## config.mk

```make
export PLATFORM = sky130hd
export DESIGN_NAME = slc3_mem_arbiter
export DESIGN_NICKNAME = d
export VERILOG_FILES = /design/src/rtl/slc3_arb_pkg.sv /design/src/rtl/slc3_rr_pick.sv /design/src/rtl/slc3_mem_arbiter.sv
export SDC_FILE = /design/constraint.sdc
export NUM_CORES = 1
export LEC_CHECK = 0
export ABC_AREA = 1
export BUFFER_PORTS_ARGS = -buffer_cell sky130_fd_sc_hd__buf_2
export CAP_MARGIN = 20
export CORE_AREA = 2 2 83 85
export DETAILED_ROUTE_END_ITERATION = 6
export DIE_AREA = 0 0 85 87
export PLACE_DENSITY_LB_ADDON = 0.25
export SLEW_MARGIN = 25
export SYNTH_ARGS = -nofsm -noshare
export SYNTH_HDL_FRONTEND = slang
export SYNTH_SLANG_ARGS = --single-unit
```

## constraint.sdc

```tcl
create_clock -name Clk -period 2.4 [get_ports Clk]
set_input_delay 0.36 -clock Clk [delete_from_list [all_inputs] [get_ports Clk]]
set_output_delay 0.36 -clock Clk [all_outputs]
set_load 0.05 [all_outputs]
```

## src/rtl/slc3_arb_pkg.sv

```systemverilog
// Shared types and constants for the SLC-3 memory arbiter.
//   arb_state_t : arbiter/sequencer FSM states
//   OWN_CPU/DBG : encoding of the owner/grant bit
//   LAT_CNT_W   : width of the read-latency counter (RD_LAT up to 7)
package slc3_arb_pkg;

  typedef enum logic [1:0] {
    IDLE  = 2'd0,
    ISSUE = 2'd1,
    WAIT  = 2'd2,
    DONE  = 2'd3
  } arb_state_t;

  localparam logic OWN_CPU = 1'b0;
  localparam logic OWN_DBG = 1'b1;

  localparam int unsigned LAT_CNT_W = 3;

endpackage

```

## src/rtl/slc3_rr_pick.sv

```systemverilog
// Combinational 2-way grant picker.
//   req[1:0] : requests, bit 0 = CPU, bit 1 = DBG
//   last     : previous grant (OWN_CPU / OWN_DBG)
//   prio     : 1 = CPU wins every tie, 0 = round-robin on ties
//   gnt      : selected requester; OWN_CPU when nothing is requested
module slc3_rr_pick
  import slc3_arb_pkg::*;
(
  input  logic [1:0] req,
  input  logic       last,
  input  logic       prio,
  output logic       gnt
);

  always_comb begin
    gnt = OWN_CPU;
    if (req == 2'b11) begin
      // Tie: the requester not served last wins, unless CPU priority is on.
      gnt = prio ? OWN_CPU : ~last;
    end else if (req[1]) begin
      gnt = OWN_DBG;
    end
  end

endmodule

```

## src/rtl/slc3_mem_arbiter.sv

```systemverilog
// Arbiter and access sequencer sharing the single-port SLC-3 memory between
// the CPU (MAR/MDR) and the debug/loader port. One transaction in flight:
// IDLE (grant + latch) -> ISSUE (mem_ce strobe) -> [WAIT (RD_LAT cycles)] -> DONE (ready).
//
// Ports:
//   Clk, Reset                 : clock, synchronous active-high reset
//   cpu_req/we/addr/wdata      : CPU request side; cpu_rdata/cpu_ready back
//   dbg_req/we/addr/wdata      : debug request side; dbg_rdata/dbg_ready back
//   mem_ce/we/addr/wdata       : registered memory strobe/command
//   mem_rdata                  : memory read data, valid RD_LAT cycles after mem_ce
//   busy                       : FSM not in IDLE
//   owner                      : current or last grant (0 = CPU, 1 = DBG)
//
// Build option: define SLC3_ARB_CPU_PRIO_EN for fixed CPU priority on ties
// (debug can starve); otherwise ties alternate round-robin.
module slc3_mem_arbiter
  import slc3_arb_pkg::*;
#(
  parameter int unsigned ADDR_W = 16,
  parameter int unsigned DATA_W = 16,
  parameter int unsigned RD_LAT = 2
) (
  input  logic              Clk,
  input  logic              Reset,
  input  logic              cpu_req,
  input  logic              cpu_we,
  input  logic [ADDR_W-1:0] cpu_addr,
  input  logic [DATA_W-1:0] cpu_wdata,
  output logic [DATA_W-1:0] cpu_rdata,
  output logic              cpu_ready,
  input  logic              dbg_req,
  input  logic              dbg_we,
  input  logic [ADDR_W-1:0] dbg_addr,
  input  logic [DATA_W-1:0] dbg_wdata,
  output logic [DATA_W-1:0] dbg_rdata,
  output logic              dbg_ready,
  output logic              mem_ce,
  output logic              mem_we,
  output logic [ADDR_W-1:0] mem_addr,
  output logic [DATA_W-1:0] mem_wdata,
  input  logic [DATA_W-1:0] mem_rdata,
  output logic              busy,
  output logic              owner
);

`ifdef SLC3_ARB_CPU_PRIO_EN
  localparam logic PrioMode = 1'b1;
`else
  localparam logic PrioMode = 1'b0;
`endif

  // WAIT spans RD_LAT cycles; the counter ends on RD_LAT-1.
  localparam logic [LAT_CNT_W-1:0] LastCnt = LAT_CNT_W'(RD_LAT - 1);

  arb_state_t          st_q, st_d;
  logic [LAT_CNT_W-1:0] cnt_q, cnt_d;
  logic                mem_ce_q, mem_ce_d;
  logic                mem_we_q, mem_we_d;
  logic [ADDR_W-1:0]   mem_addr_q, mem_addr_d;
  logic [DATA_W-1:0]   mem_wdata_q, mem_wdata_d;
  logic [DATA_W-1:0]   cpu_rdata_q, cpu_rdata_d;
  logic [DATA_W-1:0]   dbg_rdata_q, dbg_rdata_d;
  logic                cpu_ready_q, cpu_ready_d;
  logic                dbg_ready_q, dbg_ready_d;
  logic                owner_q, owner_d;
  logic                gnt;

  slc3_rr_pick u_pick (
    .req  ({dbg_req, cpu_req}),
    .last (owner_q),
    .prio (PrioMode),
    .gnt  (gnt)
  );

  always_comb begin
    st_d        = st_q;
    cnt_d       = cnt_q;
    mem_ce_d    = 1'b0;
    mem_we_d    = mem_we_q;
    mem_addr_d  = mem_addr_q;
    mem_wdata_d = mem_wdata_q;
    cpu_rdata_d = cpu_rdata_q;
    dbg_rdata_d = dbg_rdata_q;
    cpu_ready_d = 1'b0;
    dbg_ready_d = 1'b0;
    owner_d     = owner_q;

    unique case (st_q)
      IDLE: begin
        if (cpu_req || dbg_req) begin
          owner_d     = gnt;
          mem_we_d    = (gnt == OWN_DBG) ? dbg_we    : cpu_we;
          mem_addr_d  = (gnt == OWN_DBG) ? dbg_addr  : cpu_addr;
          mem_wdata_d = (gnt == OWN_DBG) ? dbg_wdata : cpu_wdata;
          mem_ce_d    = 1'b1;
          st_d        = ISSUE;
        end
      end
      ISSUE: begin
        cnt_d = '0;
        if (mem_we_q) begin
          st_d = DONE;
          if (owner_q == OWN_DBG) dbg_ready_d = 1'b1;
          else                    cpu_ready_d = 1'b1;
        end else begin
          st_d = WAIT;
        end
      end
      WAIT: begin
        if (cnt_q == LastCnt) begin
          st_d = DONE;
          if (owner_q == OWN_DBG) begin
            dbg_rdata_d = mem_rdata;
            dbg_ready_d = 1'b1;
          end else begin
            cpu_rdata_d = mem_rdata;
            cpu_ready_d = 1'b1;
          end
        end else begin
          cnt_d = cnt_q + 1'b1;
        end
      end
      DONE: begin
        st_d = IDLE;
      end
      default: begin
        st_d = IDLE;
      end
    endcase
  end

  always_ff @(posedge Clk) begin
    if (Reset) begin
      st_q        <= IDLE;
      cnt_q       <= '0;
      mem_ce_q    <= 1'b0;
      mem_we_q    <= 1'b0;
      mem_addr_q  <= '0;
      mem_wdata_q <= '0;
      cpu_rdata_q <= '0;
      dbg_rdata_q <= '0;
      cpu_ready_q <= 1'b0;
      dbg_ready_q <= 1'b0;
      owner_q     <= OWN_DBG;  // so the CPU wins the first tie
    end else begin
      st_q        <= st_d;
      cnt_q       <= cnt_d;
      mem_ce_q    <= mem_ce_d;
      mem_we_q    <= mem_we_d;
      mem_addr_q  <= mem_addr_d;
      mem_wdata_q <= mem_wdata_d;
      cpu_rdata_q <= cpu_rdata_d;
      dbg_rdata_q <= dbg_rdata_d;
      cpu_ready_q <= cpu_ready_d;
      dbg_ready_q <= dbg_ready_d;
      owner_q     <= owner_d;
    end
  end

  assign mem_ce    = mem_ce_q;
  assign mem_we    = mem_we_q;
  assign mem_addr  = mem_addr_q;
  assign mem_wdata = mem_wdata_q;
  assign cpu_rdata = cpu_rdata_q;
  assign dbg_rdata = dbg_rdata_q;
  assign cpu_ready = cpu_ready_q;
  assign dbg_ready = dbg_ready_q;
  assign owner     = owner_q;
  assign busy      = (st_q != IDLE);

endmodule

```

After elaboration in Yosys (flattened, before gate mapping)
Index checks and enable logic that the tools add are counted.
- register bits after elaboration: 74
- word-level logic and storage cells: 52
- output and inout port bits: 70
- input bits: 86
- add/sub/neg operators: 1
- multiplexer cells: 20
- bitwise operators: 2
- reduce and logical (&&, ||, !) cells: 10
- eq/ne operators: 8
- operators by type and width (cell ; number):
    16-bit 2-to-1 mux ; 2
    1-bit 2-to-1 mux ; 11
    2-bit one-hot mux with 4 select lines ; 1
    2-bit == test, second input constant ; 3
    2-bit != test, second input constant ; 3
    3-bit one-hot mux with 2 select lines ; 1
    2-bit AND reduction ; 3
    3-bit AND reduction ; 2
    2-bit 2-to-1 mux ; 2
    1-bit one-hot mux with 2 select lines ; 2
    2-bit nonzero test ; 2
    3-bit by 1-bit adder with 3-bit output, second input constant ; 1
    3-bit by 1-bit == test with 1-bit output, second input constant ; 1
    3-bit 2-to-1 mux ; 1
    2-bit by 1-bit == test with 1-bit output, second input constant ; 1
    2-bit zero test ; 1
    1-bit inverter ; 2
    2-bit OR reduction ; 1
    1-bit logical OR ; 1

Depth between registers and ports, before layout
Gate-level depths: netlist (run 1).
- depth after elaboration: 3
- depth in mapped cells: 9
- mapped depth without buffers: 8

Hierarchy
Synthesis (run 1) repeated with hierarchy kept, for this count alone.
- cells, all modules: 460
- area total of the unflattened synthesis: 3151.8 um^2
- modules (own cells, without submodules) (module ; seq. area each (um^2) ; cells each ; area an instance (um^2) ; times used):
    slc3_mem_arbiter ; 1481.4 ; 454 ; 3126.7 ; 1
    slc3_rr_pick ; 0.0 ; 6 ; 25.0 ; 1

Worst setup path before layout (run 1)
OpenSTA, ideal clock, no wires.
- path type: register to register
- start: register st_q[0]
- end: register mem_wdata_q[0] (netlist: mem_wdata[0])
- cell stages (with the launch flop): 9
- setup slack: 0.696 ns
- required time: 2.282 ns
- path buffers: 2
- period minus slack after synthesis: 1.704 ns
- arrival time: 1.586 ns
- library setup time: 0.118 ns
- cells stage by stage: dfxtp_1 inv_1 ha_1 inv_1 nor2_2 buf_6 buf_6 o21ai_0 nor2_1
- longest elaborated chain between the ends: 2
- ends and longest elaborated chain (what ; line ; RTL):
    start, declared ; slc3_mem_arbiter.sv:55 ; arb_state_t st_q, st_d;
    start signal, assigned ; slc3_mem_arbiter.sv:146 ; st_q <= st_d;
    2-bit zero test ; slc3_mem_arbiter.sv:88 ; unique case (st_q)
    2-bit AND reduction (no source line) ; - ;
    end signal, assigned ; slc3_mem_arbiter.sv:151 ; mem_wdata_q <= mem_wdata_d;
    end, declared ; slc3_mem_arbiter.sv:60 ; logic [DATA_W-1:0] mem_wdata_q, mem_wdata_d;
No other way between the ends.
A chain may end at the register's enable or synchronous reset.

Worst setup path in the final report (run 1)
- start: register st_q[0]
- end: output port busy
- longest elaborated chain between the ends: 1
- ends and longest elaborated chain (what ; line ; RTL):
    2-bit nonzero test ; slc3_mem_arbiter.sv:169 ; assign busy = (st_q != IDLE);
    end, declared ; slc3_mem_arbiter.sv:42 ; output logic busy,
No other way between the ends.

==> flow_metrics.py, run 1 <==
metrics = {
    "run_status": {
        "status": "finished clean",
    },
    "worst_setup_path": {
        "ff2ff_setup_slack_ps": 620,
        "crit_fanout": 4,
        "worst-setup-path-type": "reg2out",
        "arrival_ps": 1500,
        "crit_path_end_kind": "output pin",
        "worstSetupStartpointType": "flop",
        "critPathRequiredTime_ps": 2040,
    },
    "yosys": {
        "syn-num-nets": 519,
        "yosysMostFrequentCell": "nand2_1",
        "async_flop_share_pct": 0,
        "ys_top_cells_by_area": "dfxtp_1 (47%), nand2_1 (9.8%), nor2_1 (8.5%)",
        "syn_area_per_cell_um2": 7.32,
        "synth_cell_types": 20,
        "yosysTopAreaCellShare_pct": 47.4,
        "ys_seq_area_share_pct": 47.4,
        "synth_flop_cell": "dfxtp_1",
        "yosys.area.top_type": "dfxtp_1",
        "synth-edff-count": 0,
        "yosysWarningCount": 0,
        "synth-seq-cells": 74,
        "syn-cell-area_mm2": 0.00313,
        "netlist_instances": 427,
        "ys_top_cells_by_count": "nand2_1 (82), dfxtp_1 (74), nor2_1 (71)",
    },
    "global_route": {
        "first_global_vias": 2984,
        "antenna_found_initial": 0,
        "grt_max_degree": 47,
        "overflow": 0,
        "track_usage_pct": 21.8,
        "grt_pass1_wl_um": 13100,
    },
    "timing": {
        "hold_viol_final": 0,
        "fin_crit_ps": 1860,
        "slew_headroom_pct": 56.4,
        "worst_pin_slew_ps": 652,
        "tns_ps": 0,
        "setup_violations": 0,
        "skew_ps": 7.57,
        "grt_setup_unrepaired": "false",
        "min_period_over_period_pct": 77.5,
        "drv_slew": 0,
        "fmax_ghz": 0.538,
    },
    "placement": {
        "dp_hpwl_um": 5780,
        "port_buffers": 155,
        "dp_cells": 640,
        "globalplace.congestion": 0.807,
    },
    "clocking": {
        "cts_tree": "yes",
        "cts.htree.levels": 3,
        "insertion_delay_ps": 330,
        "hold_buffers": 0,
        "cts_sinks": 74,
        "post_cts_buffers": 0,
        "cts_buffer_depth": 2,
        "numCtsBuffers": 9,
        "postCtsResizedCells": 0,
        "path_clk_slew_ps": 70,
        "cts_root_buf": "clkbuf_8",
    },
    "final_layout": {
        "nets": 663,
        "fin_cells": 655,
        "multi_input_area_mm2": 0.00144,
        "diodes": 0,
        "regArea_mm2": 0.00148,
        "fill_cells": 627,
        "area_growth_pct": 31.9,
        "drive_above_1_share_pct": 31.7,
    },
    "floorplanning": {
        "rows": 30,
        "die_area_mm2": 0.00740,
        "floorplan.initialDensity_pct": 47.6,
        "coreArea_mm2": 0.00657,
        "dieHeight_um": 87,
        "ios": 156,
        "die_x_um": 85,
    },
    "power_and_ir_drop": {
        "irDropWorstVdd_v": 0.000721,
        "power_per_cell_area_mw_per_mm2": 1130,
        "p_leak_nw": 2.01,
    },
    "detailed_routing": {
        "firstDrtPassIters": 4,
        "viasPerCell": 5.04,
        "drcViolationCount": 0,
        "routedWlPerCell_um": 12.4,
        "drt_iter0_markers": 134,
        "drtAntennaViolNets": 0,
        "vias": 3303,
        "wirelength_um": 8120,
    },
    "hold_path": {
        "hp-class": "in2reg",
    },
    "flow_run": {
        "drv_cap": 0,
    },
}
-- layout by cell type (no fill, tap or decap) --
cell and count:
a21oi_1 53, buf_12 1, buf_2 155, buf_4 5
bufinv_16 2, clkbuf_1 2, clkbuf_8 11, dfxtp_1 74
ha_1 6, inv_1 12, inv_2 2, nand2_1 82
nand2_2 2, nand3_1 39, nand3_2 1, nor2_1 71
nor2_4 1, nor3_1 2, nor3_4 1, o211ai_1 1
o21ai_0 51, or2_2 1
-- flip-flops by register name, summed over array words and instances, names as in the netlist --
name / count
cpu_rdata: 16
dbg_rdata: 16
mem_addr: 16
mem_wdata: 16
cnt_q: 3
st_q: 2
cpu_ready: 1
dbg_ready: 1
mem_ce: 1
mem_we: 1
owner: 1
-- power breakdown --
part | switching [mW] | total (mW) | internal [mW]
registers | 0.131 | 1.60 | 1.47
clock network | 0.422 | 1.06 | 0.638
logic | 1.51 | 2.01 | 0.501
-- kinds of logic after synthesis --
family,share of synthesized area [%]
and+or+nand+nor,26.6
AOI/OAI and AO/OA,16.9
DFF,47.4
buffers and inverters,6.76
adders and majority gates,2.40
-- through the flow --
step / area [um^2] / util [%] / hold WS, ps / power (mW) / setup slack [ps]
6_report: 4130 / 62.8 / 241 / 4.67 / 541
3_5_place_dp: 3910 / 59.5 / 456 / 3.64 / 621
5_1_grt: 4130 / 62.8 / 242 / 4.96 / 356
3_3_place_gp: 3910 / 59.5 / 455 / 3.61 / 658
4_1_cts: 4130 / 62.8 / 228 / 4.72 / 516
2_1_floorplan: 3130 / - / 429 / 3.22 / 696
-- critical path: stages, from the launching register on --
cell	delay, ps
dfxtp_1	390
inv_1	110
ha_1	220
inv_1	140
buf_2	300
-- per-layer routing --
layer  GRT usage (%)  share of wire, %  vias up
met3            5.31               8.8       14
met1            25.9                43     1468
met2            37.3                46      136
met4            10.2               2.2        0
li1                -                 -     1685
met5               0                 0        -
-- worst paths after layout --
check,startpoint,endpoint,depth (start not counted)
worst max-delay path,st_q[0],busy,4
worst min-delay path,cpu_addr[13],mem_addr[13],3
worst max register to register,st_q[0],cpu_rdata[4],6
worst min register to register,dbg_rdata[3],dbg_rdata[3],2
-- final cells by class --
class                           count  area share (%)
Inverter                           14            1.27
Clock buffer                       13            3.85
Sequential cell                    74            35.9
Clock inverter                      2            1.46
Multi-Input combinational cell    311            34.9
Timing Repair Buffer              161            20.2
Tap cell                           80            2.43
(Power assumes the default switching activity.)
==> inputs of run 2 (changes only) <==
- CORE_AREA: 2 2 83 85 -> 2 2 91 93
- DIE_AREA: 0 0 85 87 -> 0 0 93 95
- clock period: 2.4 -> 1.6 ns (I/O delays scaled with it)
==> flow_metrics.py, run 2 (same netlist as run 1, synthesis figures left out) <==
metrics = {
    "power_and_ir_drop": {
        "p_leak_nw": 2.03,
        "power_per_cell_area_mw_per_mm2": 1620,
        "irDropWorstVdd_v": 0.000874,
    },
    "timing": {
        "setup_ws_ps": 69.6,
        "tns_ps": 0,
        "grt_setup_unrepaired": "true",
        "worst_pin_slew_ps": 441,
        "fmax_ghz": 0.653,
        "drv_slew": 0,
        "setup_violations": 0,
        "min_period_over_period_pct": 95.6,
        "hold_viol_final": 0,
        "slew_headroom_pct": 70.6,
        "fin_crit_ps": 1530,
        "skew_ps": 8.52,
    },
    "worst_setup_path": {
        "slowest_stage": "dfxtp_1",
        "worst-setup-path-type": "reg2out",
        "worstSetupStartpointType": "flop",
        "critPathTopFamily": "buffers and inverters",
        "cp.buffers_inverters": 3,
        "slowest_delay_ps": 390,
        "crit_path_end_kind": "output pin",
        "crit_fanout": 4,
        "cp_cell_sequence": "inv_2 -> ha_4 -> clkinvlp_4 -> buf_4",
        "startpoint": "st_q[0]",
        "critPathRequiredTime_ps": 1360,
        "reg2reg_from": "st_q[0]",
        "arrival_ps": 1290,
    },
    "final_layout": {
        "fill_cells": 829,
        "fin_cells": 688,
        "fin_util_pct": 53.4,
        "diodes": 0,
        "regArea_mm2": 0.00148,
        "drive_above_1_share_pct": 33.6,
        "final_common_cell": "buf_2",
        "area_growth_pct": 35.5,
        "multi_input_area_mm2": 0.00145,
        "nets": 670,
        "layout_common_cells": "buf_2 (154), nand2_1 (82), dfxtp_1 (73)",
    },
    "clocking": {
        "cts_buffer_depth": 2,
        "insertion_delay_ps": 340,
        "numCtsBuffers": 9,
        "cts_root_buf": "clkbuf_8",
        "path_clk_slew_ps": 80,
        "cts_tree": "yes",
        "hold_buffers": 0,
        "cts.htree.levels": 3,
        "post_cts_buffers": 0,
        "cts_sinks": 74,
    },
    "placement": {
        "port_buffers": 155,
        "dp_cells": 671,
        "dp_slack_ps": 127,
        "dp_hpwl_um": 6110,
        "globalplace.congestion": 0.834,
    },
    "global_route": {
        "antenna_found_initial": 0,
        "grt_max_degree": 68,
        "overflow": 0,
        "first_global_vias": 2899,
        "track_usage_pct": 18.7,
        "grt_pass1_wl_um": 13300,
    },
    "detailed_routing": {
        "drcViolationCount": 0,
        "vias": 3241,
        "drt_iter0_markers": 84,
        "wirelength_um": 8350,
        "viasPerCell": 4.71,
        "firstDrtPassIters": 4,
        "drtAntennaViolNets": 0,
        "routedWlPerCell_um": 12.1,
    },
    "floorplanning": {
        "rows": 33,
        "coreArea_mm2": 0.00793,
        "floorplan.initialDensity_pct": 39.4,
        "dieHeight_um": 95,
        "die_x_um": 93,
        "ios": 156,
        "die_area_mm2": 0.00884,
    },
    "flow_run": {
        "drv_cap": 0,
    },
    "run_status": {
        "status": "finished clean",
    },
    "hold_path": {
        "worstHoldStart": "cpu_wdata[13]",
        "hp-class": "in2reg",
    },
}
[run 2: repair_timing]
item | in CTS | in global routing
endpoints found under the setup margin | 1 | 9
gates cloned | 0 | 1
endpoints found under the hold margin | 0 | 0
resized for setup | 1 | 0
[run 2: report_power, final]
group	total [mW]	internal, mW	leakage [nW]	switching (mW)
clock network	1.25	0.565	0.0862	0.689
logic	3.19	0.874	1.34	2.32
registers	2.42	2.21	0.606	0.206
total	6.87	3.65	2.03	3.21
[run 2: per-layer routing]
metal	track usage, %	up-vias	part of all wire, %	wire length, um
met1	23.3	1404	45	3760
met4	8.09	0	1.6	135
met5	0	-	0	0
met3	4.95	9	8.7	724
li1	-	1705	-	-
met2	30.7	123	45	3730
[run 2: cell type report]
type	instances	area share, %
clock buffer	10	3.01
tap	105	3.10
multi-input combinational	311	34.3
inverter	14	1.33
clock inverter	6	1.03
timing repair buffer	168	22.3
sequential	74	35.0
[run 2: metrics by stage]
step	total power, mW	hold WS, ps	cell area [um^2]
final	6.87	119	4240
after detailed placement	5.56	458	4040
after floorplan	4.88	309	3150
after CTS	6.84	105	4210
after global routing	7.33	106	4240
after global placement	5.53	451	4040
[run 2: final timing paths]
path	end	slack (ps)	cells after the start
max reg2reg	mem_wdata[7]	140	8
min	mem_wdata[13]	120	3
min reg2reg	dbg_rdata[0]	470	2
max	busy	70	4
[run 2: tightest hold or removal path, cell delays in order]
cell,delay [ps]
buf_2,80
a21oi_1,50
nor2_1,60
